[config.mk]
export PLATFORM = sky130hd
export DESIGN_NAME = instr_encoder_flat
export DESIGN_NICKNAME = d
export VERILOG_FILES = /design/src/rtl/instr_encoder_if.sv /design/src/rtl/instr_encoder.sv /design/src/flat_wrapper.sv
export SDC_FILE = /design/constraint.sdc
export NUM_CORES = 1
export LEC_CHECK = 0
export BUFFER_PORTS_ARGS = -buffer_cell sky130_fd_sc_hd__buf_2
export CAP_MARGIN = 30
export CORE_UTILIZATION = 45
export CTS_CLUSTER_DIAMETER = 40
export CTS_CLUSTER_SIZE = 8
export DETAILED_ROUTE_END_ITERATION = 7
export PLACE_DENSITY = 0.82
export SYNTH_ARGS = -nofsm -noshare
export SYNTH_HDL_FRONTEND = slang
export SYNTH_SLANG_ARGS = --single-unit
[constraint.sdc]
create_clock -name clk -period 1.7 [get_ports clk]
set_input_delay 0.085 -clock clk [delete_from_list [all_inputs] [get_ports clk]]
set_output_delay 0.085 -clock clk [all_outputs]
set_load 0.05 [all_outputs]
[src/rtl/instr_encoder_if.sv]
`default_nettype none
// ============================================================================
// Module      : instr_encoder_if
// Description : Request and instruction-memory write bundle for instr_encoder.
// Revision    : 1.0 - initial release
// ============================================================================
interface instr_encoder_if #(
    parameter int ADDR_WIDTH = 32,
    parameter int DEPTH      = 256
);
    localparam int c_count_w = $clog2(DEPTH + 1);

    logic                  start;
    logic                  req_valid;
    logic                  req_ready;
    logic [1:0]            req_kind;
    logic [4:0]            req_rd;
    logic [4:0]            req_rs1;
    logic [4:0]            req_rs2;
    logic [12:0]           req_imm;
    logic                  imem_we;
    logic [ADDR_WIDTH-1:0] imem_addr;
    logic [31:0]           imem_wdata;
    logic [c_count_w-1:0]  count;
    logic                  full;
    logic                  err;
    logic [1:0]            err_code;

    modport master (
        output start, req_valid, req_kind, req_rd, req_rs1, req_rs2, req_imm,
        input  req_ready, imem_we, imem_addr, imem_wdata, count, full, err, err_code
    );

    modport slave (
        input  start, req_valid, req_kind, req_rd, req_rs1, req_rs2, req_imm,
        output req_ready, imem_we, imem_addr, imem_wdata, count, full, err, err_code
    );
endinterface
`default_nettype wire

[src/rtl/instr_encoder.sv]
`default_nettype none
// ============================================================================
// Module      : instr_encoder
// Description : Encodes symbolic ADDI/BNE/LW requests into RV32I words and
//               writes them sequentially into instruction memory.
// Revision    : 1.0 - initial release
// ============================================================================
module instr_encoder #(
    parameter int                    ADDR_WIDTH = 32,
    parameter int                    DEPTH      = 256,
    parameter logic [ADDR_WIDTH-1:0] BASE_ADDR  = '0
) (
    input  wire logic        clk,
    input  wire logic        rst,
    instr_encoder_if.slave   bus
);
    localparam int                  c_count_w  = $clog2(DEPTH + 1);
    localparam int                  c_last_i   = DEPTH - 1;
    localparam logic [c_count_w-1:0] c_depth   = DEPTH[c_count_w-1:0];
    localparam logic [c_count_w-1:0] c_last    = c_last_i[c_count_w-1:0];
    localparam logic [c_count_w:0]   c_depth_x = DEPTH[c_count_w:0];

    typedef enum logic [1:0] {
        IDLE = 2'd0,
        RUN  = 2'd1,
        DONE = 2'd2,
        ERR  = 2'd3
    } state_t;

    state_t                r_state;
    logic                  r_we;
    logic [ADDR_WIDTH-1:0] r_ptr;
    logic [31:0]           r_wdata;
    logic [c_count_w-1:0]  r_count;
    logic [1:0]            r_err_code;

    logic                  w_fire;
    logic [1:0]            w_code;
    logic [31:0]           w_word;
    logic [c_count_w:0]    w_used;

    // The in-flight write is counted so the last free slot is never double-booked.
    assign w_used        = {1'b0, r_count} + {{c_count_w{1'b0}}, r_we};
    assign bus.req_ready = (r_state == RUN) && (w_used < c_depth_x);
    assign w_fire        = bus.req_valid && bus.req_ready && !bus.start;

    always_comb begin
        w_code = 2'b00;
        w_word = '0;
        case (bus.req_kind)
            2'b00: begin
                w_word = {bus.req_imm[11:0], bus.req_rs1, 3'b000, bus.req_rd, 7'b0010011};
                if (bus.req_imm[12] != bus.req_imm[11]) w_code = 2'b10;
            end
            2'b10: begin
                w_word = {bus.req_imm[11:0], bus.req_rs1, 3'b010, bus.req_rd, 7'b0000011};
                if (bus.req_imm[12] != bus.req_imm[11]) w_code = 2'b10;
            end
            2'b01: begin
                w_word = {bus.req_imm[12], bus.req_imm[10:5], bus.req_rs2, bus.req_rs1,
                          3'b001, bus.req_imm[4:1], bus.req_imm[11], 7'b1100011};
                if (bus.req_imm[0]) w_code = 2'b11;
            end
            default: w_code = 2'b01;
        endcase
    end

    always_ff @(posedge clk) begin
        if (rst) begin
            r_state    <= IDLE;
            r_we       <= 1'b0;
            r_ptr      <= BASE_ADDR;
            r_wdata    <= '0;
            r_count    <= '0;
            r_err_code <= 2'b00;
        end else if (bus.start) begin
            r_state    <= RUN;
            r_we       <= 1'b0;
            r_ptr      <= BASE_ADDR;
            r_count    <= '0;
            r_err_code <= 2'b00;
        end else begin
            r_we <= 1'b0;
            // Pointer and count retire with the write itself.
            if (r_we) begin
                r_ptr   <= r_ptr + ADDR_WIDTH'(4);
                r_count <= r_count + c_count_w'(1);
                if (r_state == RUN && r_count == c_last) r_state <= DONE;
            end
            if (w_fire) begin
                if (w_code == 2'b00) begin
                    r_we    <= 1'b1;
                    r_wdata <= w_word;
                end else begin
                    r_state    <= ERR;
                    r_err_code <= w_code;
                end
            end
        end
    end

    assign bus.imem_we    = r_we;
    assign bus.imem_addr  = r_ptr;
    assign bus.imem_wdata = r_wdata;
    assign bus.count      = r_count;
    assign bus.full       = (r_count == c_depth);
    assign bus.err        = (r_state == ERR);
    assign bus.err_code   = r_err_code;
endmodule
`default_nettype wire

[src/flat_wrapper.sv]
// flat-port wrapper written by rule: the top's interface ports become plain ports
module instr_encoder_flat 
#(
    parameter int                    ADDR_WIDTH = 32,
    parameter int                    DEPTH      = 256,
    parameter logic [ADDR_WIDTH-1:0] BASE_ADDR  = '0
)
  (clk, rst, bus_start, bus_req_valid, bus_req_kind, bus_req_rd, bus_req_rs1, bus_req_rs2, bus_req_imm, bus_req_ready, bus_imem_we, bus_imem_addr, bus_imem_wdata, bus_count, bus_full, bus_err, bus_err_code);
  instr_encoder_if #(.ADDR_WIDTH(ADDR_WIDTH), .DEPTH(DEPTH)) bus_i ();
  input  wire logic clk;
  input  wire logic rst;
  input wire logic [$bits(bus_i.start)-1:0] bus_start;
  input wire logic [$bits(bus_i.req_valid)-1:0] bus_req_valid;
  input wire logic [$bits(bus_i.req_kind)-1:0] bus_req_kind;
  input wire logic [$bits(bus_i.req_rd)-1:0] bus_req_rd;
  input wire logic [$bits(bus_i.req_rs1)-1:0] bus_req_rs1;
  input wire logic [$bits(bus_i.req_rs2)-1:0] bus_req_rs2;
  input wire logic [$bits(bus_i.req_imm)-1:0] bus_req_imm;
  output wire logic [$bits(bus_i.req_ready)-1:0] bus_req_ready;
  output wire logic [$bits(bus_i.imem_we)-1:0] bus_imem_we;
  output wire logic [$bits(bus_i.imem_addr)-1:0] bus_imem_addr;
  output wire logic [$bits(bus_i.imem_wdata)-1:0] bus_imem_wdata;
  output wire logic [$bits(bus_i.count)-1:0] bus_count;
  output wire logic [$bits(bus_i.full)-1:0] bus_full;
  output wire logic [$bits(bus_i.err)-1:0] bus_err;
  output wire logic [$bits(bus_i.err_code)-1:0] bus_err_code;
  assign bus_i.start = bus_start;
  assign bus_i.req_valid = bus_req_valid;
  assign bus_i.req_kind = bus_req_kind;
  assign bus_i.req_rd = bus_req_rd;
  assign bus_i.req_rs1 = bus_req_rs1;
  assign bus_i.req_rs2 = bus_req_rs2;
  assign bus_i.req_imm = bus_req_imm;
  assign bus_req_ready = bus_i.req_ready;
  assign bus_imem_we = bus_i.imem_we;
  assign bus_imem_addr = bus_i.imem_addr;
  assign bus_imem_wdata = bus_i.imem_wdata;
  assign bus_count = bus_i.count;
  assign bus_full = bus_i.full;
  assign bus_err = bus_i.err;
  assign bus_err_code = bus_i.err_code;
  instr_encoder #(.ADDR_WIDTH(ADDR_WIDTH), .DEPTH(DEPTH), .BASE_ADDR(BASE_ADDR)) u_core (.clk(clk), .rst(rst), .bus(bus_i));
endmodule
==> results.md <==
- Most common cell after layout, fill and taps aside: buf_2
- Worst setup SP type: register
- Fmax: 0.5521 GHz
- Asr flop ratio synth: 0%
- Number of DRC markers in iteration 0: 131
- # IOs: 113
- Main synth FF type: dfxtp_1
- Failing checks: setup timing
- Wire length per cell: 15.71 µm
- Crit path capture type: output pin
- CP arrival: 1.73 ns
- Run status: finished with violations
- Xor-xnor portion of the synthesized cell area: 3.873%
- Worst VDD drop: 0.0004981 V
- Final core occ: 69.57%
- First-pass GRT wire length: 15.00 mm
- Layout cell share with drive strength beyond 1: 44.46%
- Max cap viols: 0
- DP Area: 4304 µm²
- Slew Viols, Final: 0
- RSZ-0062 raised after global routing: true
- Clock Sinks: 70
- Simple-gate share of the synthesized area: 25.75%
- Post-synthesis sequential element count: 70
- Clk root buf: clkbuf_8
- Ant diodes: 0
- Most frequent cells in the layout: buf_2, buf_4, dfxtp_1
- Worst Path Max Fanout: 3
- Synth Warn #: 0
- TritonRoute pass-1 iters: 5
- Post-synthesis mux area share: 2.730%
- Clock skew: 0.006334 ns
- Slew HR: 54.62%
- WP data required: 1.62 ns
- Initial antenna violation count: 0
- Vias in the first global route: 3208
- # setup viols final: 15
- Detailed Place HPWL: 6.200 mm
- # port buffers: 107
- Leak: 2.061 nW
- GR Util All Layers: 24.64%
- Post-route cell area: 5046 µm²
- Synth Cell Area: 3392 µm²
- Number of synthesized flops with an enable pin: 0
- Starting density of the core: 46.77%
- Core ar.: 7253 µm²
- Largest net degree at the start of global routing: 31
- Post-synth cell types: 41
- PwrDens: 737.7 nW/µm²
- Global route overflow: 0
- Fin crit share: 106.5%
- Final hold viol count: 0
- Via/cell ratio: 5.700
- Die Span X: 88.82 µm
- Final WL: 10.07 mm
- Vias: 3654
- CTS tree: yes
- Final net count: 575
- Layout area overhead: 48.76%
- Full die area: 7889 µm²
- Crit path kind: reg2out
- Worst-margin pin slew: 0.6807 ns
- Cell Rows: 31
- Routability congestion estimate: 0.7719
- Die height: 88.82 µm
- CTS Buf Count: 9
- Post-synthesis adder-cell area fraction: 1.475%
- Post-route ant nets: 0
- H-tree lvl count: 3
- Worst-Skew Late Latency: 0.35 ns
- Clock transition at path regs: 0.07 ns
- DRC: 0
- Hold Path Class: in2reg
- Min cycle time layout: 1.811 ns
- Mapped Cells: 391
- Largest family of logic cells by synthesized area: simple AND/OR/NAND/NOR gates
- Clk buf depth: 2
- Syn_area_per_cell: 8.675 µm²
- Final WS setup: -0.1111 ns
- Complex-gate fraction of the synthesized area: 18.52%
- Reg-to-reg slack, setup: -0.09 ns
- Register area share after synthesis: 41.31%
-- where the power goes --
part	switching [mW]	internal (mW)	leakage [nW]	total (mW)
Combinational	0.301	0.167	1.35	0.468
Clock	0.649	0.960	0.122	1.61
Sequential	0.0138	1.63	0.584	1.65
Total	0.963	2.76	2.06	3.72
-- cell usage after synthesis (all sizes together), types with 2 or more instances --
| cell type | number | area [µm²] |
|---|---|---|
| a21oi | 31 | 155.2 |
| a311oi | 11 | 96.34 |
| a31oi | 15 | 93.84 |
| a41o | 2 | 20.02 |
| and2 | 3 | 18.77 |
| and3 | 2 | 12.51 |
| and4 | 6 | 52.55 |
| buf | 14 | 87.59 |
| clkbuf | 25 | 93.84 |
| dfxtp | 70 | 1401 |
| ha | 4 | 50.05 |
| inv | 8 | 30.03 |
| mux2 | 2 | 22.52 |
| mux2i | 7 | 70.07 |
| nand2 | 19 | 71.32 |
| nand2b | 13 | 81.33 |
| nand3 | 10 | 50.05 |
| nand3b | 14 | 105.1 |
| nand4 | 25 | 162.6 |
| nor2 | 24 | 90.09 |
| nor2b | 2 | 12.51 |
| nor3 | 6 | 30.03 |
| nor4 | 5 | 31.28 |
| o21a | 2 | 15.01 |
| o21ai | 5 | 25.02 |
| o311ai | 2 | 25.03 |
| o31ai | 23 | 172.7 |
| or2 | 2 | 12.51 |
| or3 | 6 | 37.54 |
| or4 | 14 | 105.1 |
| xnor2 | 7 | 61.31 |
| xor2 | 8 | 70.07 |
-- layer usage --
metal | vias up | part of all wire [%] | GRT usage [%]
met1 | 1708 | 42 | 30.31
met3 | 24 | 6.4 | 6.437
met5 | - | 0 | 0
li1 | 1752 | - | -
met2 | 170 | 50 | 40.63
met4 | 0 | 2.2 | 10.85
-- final timing paths --
kind	endpoint	depth (start not counted)	from
max	bus_req_ready	5	u_core.bus.imem_we$_SDFF_PP0_
min	u_core.bus.imem_wdata[9]$_SDFFE_PP0P_	3	bus_req_rd[2]
max reg2reg	u_core.bus.imem_addr[25]$_SDFFE_PP0P_	4	u_core.bus.imem_addr[7]$_SDFFE_PP0P_
min reg2reg	u_core.bus.imem_wdata[25]$_SDFFE_PP0P_	2	u_core.bus.imem_wdata[25]$_SDFFE_PP0P_
-- worst max-delay path, stage by stage (launching register included) --
cell and delay, ns:
dfxtp_4 0.37, buf_12 0.10, nand4_1 0.18, o311ai_4 0.33, bufinv_8 0.26, buf_8 0.14
-- area by class of cell --
type | count | area (µm²)
fill | 574 | 2207
multi-input combinational | 279 | 2057
sequential | 70 | 1474
timing repair buffer | 168 | 1100
clock buffer | 12 | 166.4
tap | 99 | 123.9
clock inverter | 4 | 75.07
inverter | 8 | 43.79
timing repair inverter | 1 | 6.256
-- cell families after synthesis --
group,count (synthesis)
DFF,70
and+or+nand+nor,151
adders and majority gates,4
muxes,9
xor gates and xnor gates,15
AOI/OAI and AO/OA,94
other,1
buffers and inverters,47
-- flip-flops by register name (all words and copies together), names as in the netlist --
| signal | flops |
|---|---|
| u_core.bus.imem_we | 1 |
| u_core.bus.imem_wdata | 26 |
| u_core.bus.count | 9 |
| u_core.r_state | 2 |
| u_core.bus.imem_addr | 30 |
| u_core.bus.err_code | 2 |
-- through the flow --
stage                     TNS, ns  setup WS [ns]  power, mW  instances  hold WS [ns]
after global routing       -1.960        -0.1490      3.851        641       0.01234
final                     -0.6197        -0.1111      3.723        641       0.01272
after floorplan            -5.550        -0.2312      1.948        395        0.2352
after CTS                 -0.6584        -0.1073      3.681        634      0.002045
after global placement     -3.225        -0.1457      2.035        600        0.3402
after detailed placement   -5.687        -0.2332      2.042        600        0.3634
-- timing repair --
item                                    in CTS  in global routing
endpoints found under the setup margin      46                 37
pin swaps                                    3                  7
setup buffers                               10                  6
hold buffers                                 8                  0
resized for setup                           20                 32
hold endpoints to repair                     8                  0
cloned                                       1                  2
(Power assumes the default switching activity.)
